**config.mk**
```make
export PLATFORM = sky130hd
export DESIGN_NAME = mem_port_arbiter
export DESIGN_NICKNAME = d
export VERILOG_FILES = /design/src/rtl/mem_port_arbiter.sv
export SDC_FILE = /design/constraint.sdc
export NUM_CORES = 1
export LEC_CHECK = 0
export ABC_AREA = 1
export BUFFER_PORTS_ARGS = -buffer_cell sky130_fd_sc_hd__clkbuf_2
export CAP_MARGIN = 0
export CORE_MARGIN = 2
export CORE_UTILIZATION = 50
export CTS_CLUSTER_SIZE = 8
export DETAILED_ROUTE_END_ITERATION = 8
export GPL_TIMING_DRIVEN = 0
export PLACE_DENSITY = 0.8
export SETUP_SLACK_MARGIN = 0.4
export SYNTH_ARGS = -nofsm -noshare
export SYNTH_HDL_FRONTEND = slang
export SYNTH_SLANG_ARGS = --single-unit
```
**constraint.sdc**
```tcl
create_clock -name clock -period 6.19 [get_ports clock]
set_input_delay 1.238 -clock clock [delete_from_list [all_inputs] [get_ports clock]]
set_output_delay 1.238 -clock clock [all_outputs]
set_load 0.03 [all_outputs]
```
**src/rtl/mem_port_arbiter.sv**
```systemverilog
// Purpose : round-robin arbiter sharing one two-port synchronous memory among NREQ requesters.
// Latency : grant and memory command are combinational; read data returns 1 cycle after grant.
// Backpres: a requester holds its request until reqGrant; same-address write conflicts defer B.
//
// Ports: clock/resetN (async active-low); reqValid/reqWrite/reqAddr/reqWdata per requester,
// reqGrant back to requesters; rspValid/rspData read returns; memWe/memAddr/memWdata 0/1 drive
// the memory ports and memRdata 0/1 come back from it; conflictCount counts deferrals (saturating).
module mem_port_arbiter #(
    parameter int NREQ  = 4,
    parameter int DEPTH = 4,
    parameter int WIDTH = 4
) (
    input  logic                    clock,
    input  logic                    resetN,
    input  logic [NREQ-1:0]         reqValid,
    input  logic [NREQ-1:0]         reqWrite,
    input  logic [NREQ*DEPTH-1:0]   reqAddr,
    input  logic [NREQ*WIDTH-1:0]   reqWdata,
    output logic [NREQ-1:0]         reqGrant,
    output logic [NREQ-1:0]         rspValid,
    output logic [NREQ*WIDTH-1:0]   rspData,
    output logic                    memWe0,
    output logic [DEPTH-1:0]        memAddr0,
    output logic [WIDTH-1:0]        memWdata0,
    input  logic [WIDTH-1:0]        memRdata0,
    output logic                    memWe1,
    output logic [DEPTH-1:0]        memAddr1,
    output logic [WIDTH-1:0]        memWdata1,
    input  logic [WIDTH-1:0]        memRdata1,
    output logic [7:0]              conflictCount
);

    localparam int PW = (NREQ > 1) ? $clog2(NREQ) : 1;

    logic [PW-1:0]    rr_ptr;
    logic             pend0, pend1;
    logic [PW-1:0]    owner0, owner1;
    logic [7:0]       conflict_cnt;

    logic             a_vld, b_vld;
    logic [PW-1:0]    a_idx, b_idx;
    logic [PW:0]      scan_sum;
    logic [PW-1:0]    scan_idx;
    logic [DEPTH-1:0] a_addr, b_addr;
    logic [WIDTH-1:0] a_wdat, b_wdat;
    logic             a_wr, b_wr;
    logic             conflict;
    logic             gnt_a, gnt_b;

    // Round-robin scan starting at rr_ptr: first valid index is A (port 0), next is B (port 1).
    always_comb begin
        a_vld    = 1'b0;
        b_vld    = 1'b0;
        a_idx    = '0;
        b_idx    = '0;
        scan_sum = '0;
        scan_idx = '0;
        for (int k = 0; k < NREQ; k++) begin
            scan_sum = {1'b0, rr_ptr} + (PW+1)'(k);
            if (scan_sum >= (PW+1)'(NREQ))
                scan_sum = scan_sum - (PW+1)'(NREQ);
            scan_idx = scan_sum[PW-1:0];
            if (reqValid[scan_idx]) begin
                if (!a_vld) begin
                    a_vld = 1'b1;
                    a_idx = scan_idx;
                end else if (!b_vld) begin
                    b_vld = 1'b1;
                    b_idx = scan_idx;
                end
            end
        end
    end

    assign a_addr = reqAddr[int'(a_idx)*DEPTH +: DEPTH];
    assign b_addr = reqAddr[int'(b_idx)*DEPTH +: DEPTH];
    assign a_wdat = reqWdata[int'(a_idx)*WIDTH +: WIDTH];
    assign b_wdat = reqWdata[int'(b_idx)*WIDTH +: WIDTH];
    assign a_wr   = reqWrite[a_idx];
    assign b_wr   = reqWrite[b_idx];

    // Same address with any write in the pair would make port ordering ambiguous; B waits.
    assign conflict = a_vld && b_vld && (a_addr == b_addr) && (a_wr || b_wr);

    // Grants are gated by resetN so nothing is accepted while reset is held.
    assign gnt_a = a_vld && resetN;
    assign gnt_b = b_vld && !conflict && resetN;

    always_comb begin
        reqGrant = '0;
        if (gnt_a) reqGrant[a_idx] = 1'b1;
        if (gnt_b) reqGrant[b_idx] = 1'b1;
    end

    assign memWe0    = gnt_a && a_wr;
    assign memAddr0  = gnt_a ? a_addr : '0;
    assign memWdata0 = (gnt_a && a_wr) ? a_wdat : '0;
    assign memWe1    = gnt_b && b_wr;
    assign memAddr1  = gnt_b ? b_addr : '0;
    assign memWdata1 = (gnt_b && b_wr) ? b_wdat : '0;

    function automatic logic [PW-1:0] next_idx(input logic [PW-1:0] idx);
        return (int'(idx) == NREQ - 1) ? '0 : idx + 1'b1;
    endfunction

    always_ff @(posedge clock or negedge resetN) begin
        if (!resetN) begin
            rr_ptr       <= '0;
            pend0        <= 1'b0;
            pend1        <= 1'b0;
            owner0       <= '0;
            owner1       <= '0;
            conflict_cnt <= '0;
        end else begin
            if (gnt_b)
                rr_ptr <= next_idx(b_idx);
            else if (gnt_a)
                rr_ptr <= next_idx(a_idx);

            pend0 <= gnt_a && !a_wr;
            pend1 <= gnt_b && !b_wr;
            if (gnt_a && !a_wr) owner0 <= a_idx;
            if (gnt_b && !b_wr) owner1 <= b_idx;

            if (conflict && conflict_cnt != 8'hFF)
                conflict_cnt <= conflict_cnt + 8'd1;
        end
    end

    // Pending flags mark which port's registered read data belongs to whom this cycle.
    always_comb begin
        rspValid = '0;
        rspData  = '0;
        if (pend0) begin
            rspValid[owner0]                      = 1'b1;
            rspData[int'(owner0)*WIDTH +: WIDTH]  = memRdata0;
        end
        if (pend1) begin
            rspValid[owner1]                      = 1'b1;
            rspData[int'(owner1)*WIDTH +: WIDTH]  = memRdata1;
        end
    end

    assign conflictCount = conflict_cnt;

endmodule

```
==> metrics list <==
* Maximum number of pins on one net before global-route repair: 19
* Async set or reset register ratio after synthesis: 100%
- In this run the post-CTS setup repair buffer count came out at 0.
* Sort of element at the start of the critical path: input pin
- Using the TritonRoute via totals, the vias-per-cell ratio works out to 5.44.
- 0 antenna diodes ended up in the layout.
* Number of buffers added by the clock tree synthesis step: 3
- The worst hold path was traced through 2 stages.
- Across the run, the number of max-cap violations was 0.
* Mean cell area of the mapped netlist: 6.03 sq um
- Starting density of the core: 52.2%
- The count of buffers added on input and output ports is 99.
- DRC errors left: 0
- In the final routed layout, each cell accounts on average for 12.6 microns.
- Of all nets on the critical path, the largest fanout is 10.
* Synth Register Bits: 16
* Post-synth top area cell: nand2_1
- The run finished with clean final reports.
- The longest clock path from root to sink contains 2 buffers.
* Number of antenna violations at the first check in global routing: 0
* Total number of clock tree sinks: 16
- Share of synthesized area occupied by flip-flops and latches: 13.8%
- The most common cell in the synthesized netlist is nand2_1.
- Final setup violation count: 0
- Final worst-path cycle share: 82.7%
* Overall routing resource usage: 26.5%
- Peak Freq: 195 MHz
- Iteration count of the initial detailed-routing pass: 5
* Via count: 3577
- DRT Wirelength: 8.30 mm
- In this run the horizontal extent of the chip is 80.3 microns.
- Synthesis produced 483 cells.
- Detailed-placement wirelength estimate: 6.62 mm
- Critical path type: in -> out
* Summed instance area of the synthesized netlist: 0.00291 sq mm
- The first global-routing pass estimated 14.2 mm of wire.
- From bottom edge to top edge, the die measures 80.3 microns.
- Total die area: 0.00645 sq mm
* Total nets after synthesis: 557
* Top cell type's share of synthesized area: 22.3%
* Post-route minimum period: 5120 ps
* Site row count: 27
- Ranked by instance count, the synthesized netlist is headed by nand2_1, nand3_1, inv_1.
* Relative slew slack: 62.7%
* P&R area growth vs syn: 22.0%
* IO Count: 100
- Worst hold-check path type: reg -> reg
- Final weighted congestion in routability-driven placement: 0.931
* Number of global-route vias before repair: 3293
- Core outline area: 0.00557 sq mm
- Count of hold-fix buffers inserted at cts: 0
* Number of gates resized after CTS: 0
- Most common flop cell mapped by yosys: dfrtp_1
* FF-to-FF path depth: 23
- Ranked by total cell area, the synthesized netlist is headed by nand2_1, nand3_1, dfrtp_1, ha_1, inv_1.
- Setup repair after global routing left no endpoint under its margin.
- Initial DRC count: 194
- CTS H-tree depth: 1
- The tree is rooted in a clkbuf_8.
- Clock transition at the registers of the reported paths: 60 ps
- For the final database, setup skew stands at 2.64 ps.
- The total count of hold-check failures in the final report was 0.
- Arr. time, crit path: 3880 ps
* DRT antenna net count: 0
* Global route overflow: 0
* Pin slew with the least headroom to its limit: 560 ps
* Count of synthesis-stage warnings from yosys: 0
- The number of different library cells used by synthesis comes to 38.
- Summed over all failing endpoints, the final setup total negative slack is 0 ps.
* Clock insertion delay at the later pin of the skew report: 250 ps
- TritonCTS built the clock tree.
- Data required time of the critical path: 4950 ps
- For this run, the post-layout net count is 661.
- In the final layout, the share of cells above drive strength 1 is 25.8%.
* Crit path capture type: output pin
* Total count of max-transition violations in the final report: 0
* Number of flops mapped to enable cells by yosys: 0
[cells by family (layout without fill, tap and decap cells)]
logic type	Yosys count	count (layout)	share of synthesized area, %
AOI/OAI and AO/OA	57	57	13.1
xor gates and xnor gates	7	7	2.36
adders and majority gates	24	24	10.3
buffers and inverters	69	172	10.7
DFF	16	16	13.8
and+or+nand+nor	310	310	49.8
[state kept, by name, indices dropped and copies added, names as in the netlist]
name           cells
pend1              1
conflictCount      8
owner0             2
owner1             2
pend0              1
rr_ptr             2
[final timing paths]
kind / start / to / slack [ps]
min in group asynchronous: resetN / conflictCount[1] / 910
max in group asynchronous: resetN / owner1[1] / 4980
hold / removal: conflictCount[5] / conflictCount[5] / 510
setup reg to reg: rr_ptr[0] / conflictCount[5] / 3090
setup / recovery: reqValid[2] / memAddr1[2] / 1070
hold reg to reg: conflictCount[5] / conflictCount[5] / 510
[per-stage QoR]
| step | setup slack, ps | util (%) | area [sq um] | std cells | hold WS [ps] |
|---|---|---|---|---|---|
| 3_3_place_gp | 1140 | 62.7 | 3500 | 654 | 492 |
| 3_5_place_dp | 1100 | 62.7 | 3500 | 654 | 500 |
| 5_1_grt | 754 | 63.7 | 3550 | 658 | 550 |
| 2_1_floorplan | 1240 | - | 2910 | 483 | 532 |
| 6_report | 1070 | 63.7 | 3550 | 658 | 509 |
| 4_1_cts | 1080 | 63.7 | 3550 | 658 | 516 |
[cell usage in the layout, fill, tap and decap left out, types with 3 or more instances in the layout]
| cell type | count |
|---|---|
| a21oi_1 | 20 |
| a32o_1 | 4 |
| buf_2 | 3 |
| buf_4 | 7 |
| buf_6 | 3 |
| clkbuf_1 | 3 |
| clkbuf_2 | 99 |
| clkbuf_8 | 4 |
| dfrtp_1 | 16 |
| ha_1 | 24 |
| inv_1 | 46 |
| inv_2 | 5 |
| nand2_1 | 173 |
| nand2_2 | 9 |
| nand3_1 | 84 |
| nand3_2 | 3 |
| nand3b_1 | 4 |
| nand4_1 | 7 |
| nor2_1 | 15 |
| nor3_1 | 3 |
| o21ai_0 | 5 |
| o21ai_1 | 3 |
| o21ai_2 | 5 |
| o22ai_1 | 16 |
| xor2_1 | 5 |
[per-layer routing]
layer | share of wire, % | up-vias | wire [microns] | global-route usage, %
met3 | 8.6 | 14 | 714 | 2.81
met2 | 47 | 172 | 3900 | 46.8
li1 | - | 1804 | - | -
met5 | 0 | - | 0 | 0
met4 | 1.3 | 0 | 108 | 6.78
met1 | 43 | 1587 | 3580 | 34.2
[worst max-delay path: stages]
cell,delay (ps)
clkbuf_2,90
inv_1,70
nand2_1,60
nand3_1,120
nand2_2,150
ha_1,300
inv_1,50
nand2_1,40
nand2_1,60
nand2_1,50
nand2_1,70
nand2_2,100
nand2_4,120
buf_6,160
nand2_1,60
nand3_1,80
nand2_1,70
nand3_1,100
nand2_1,50
nor2_1,190
nand3_2,140
nand2_1,220
a21oi_1,90
clkbuf_2,190
[cell type report]
class | instances | area, sq um
Buffer | 17 | 116
Clock buffer | 4 | 55.1
Fill cell | 540 | 2020
Inverter | 52 | 195
Multi-Input combinational cell | 398 | 2200
Sequential cell | 16 | 400
Tap cell | 72 | 90.1
Timing Repair Buffer | 99 | 495
Power is not shown: default switching activity piles up to over one toggle a cycle in this logic, so the estimate is an artifact.
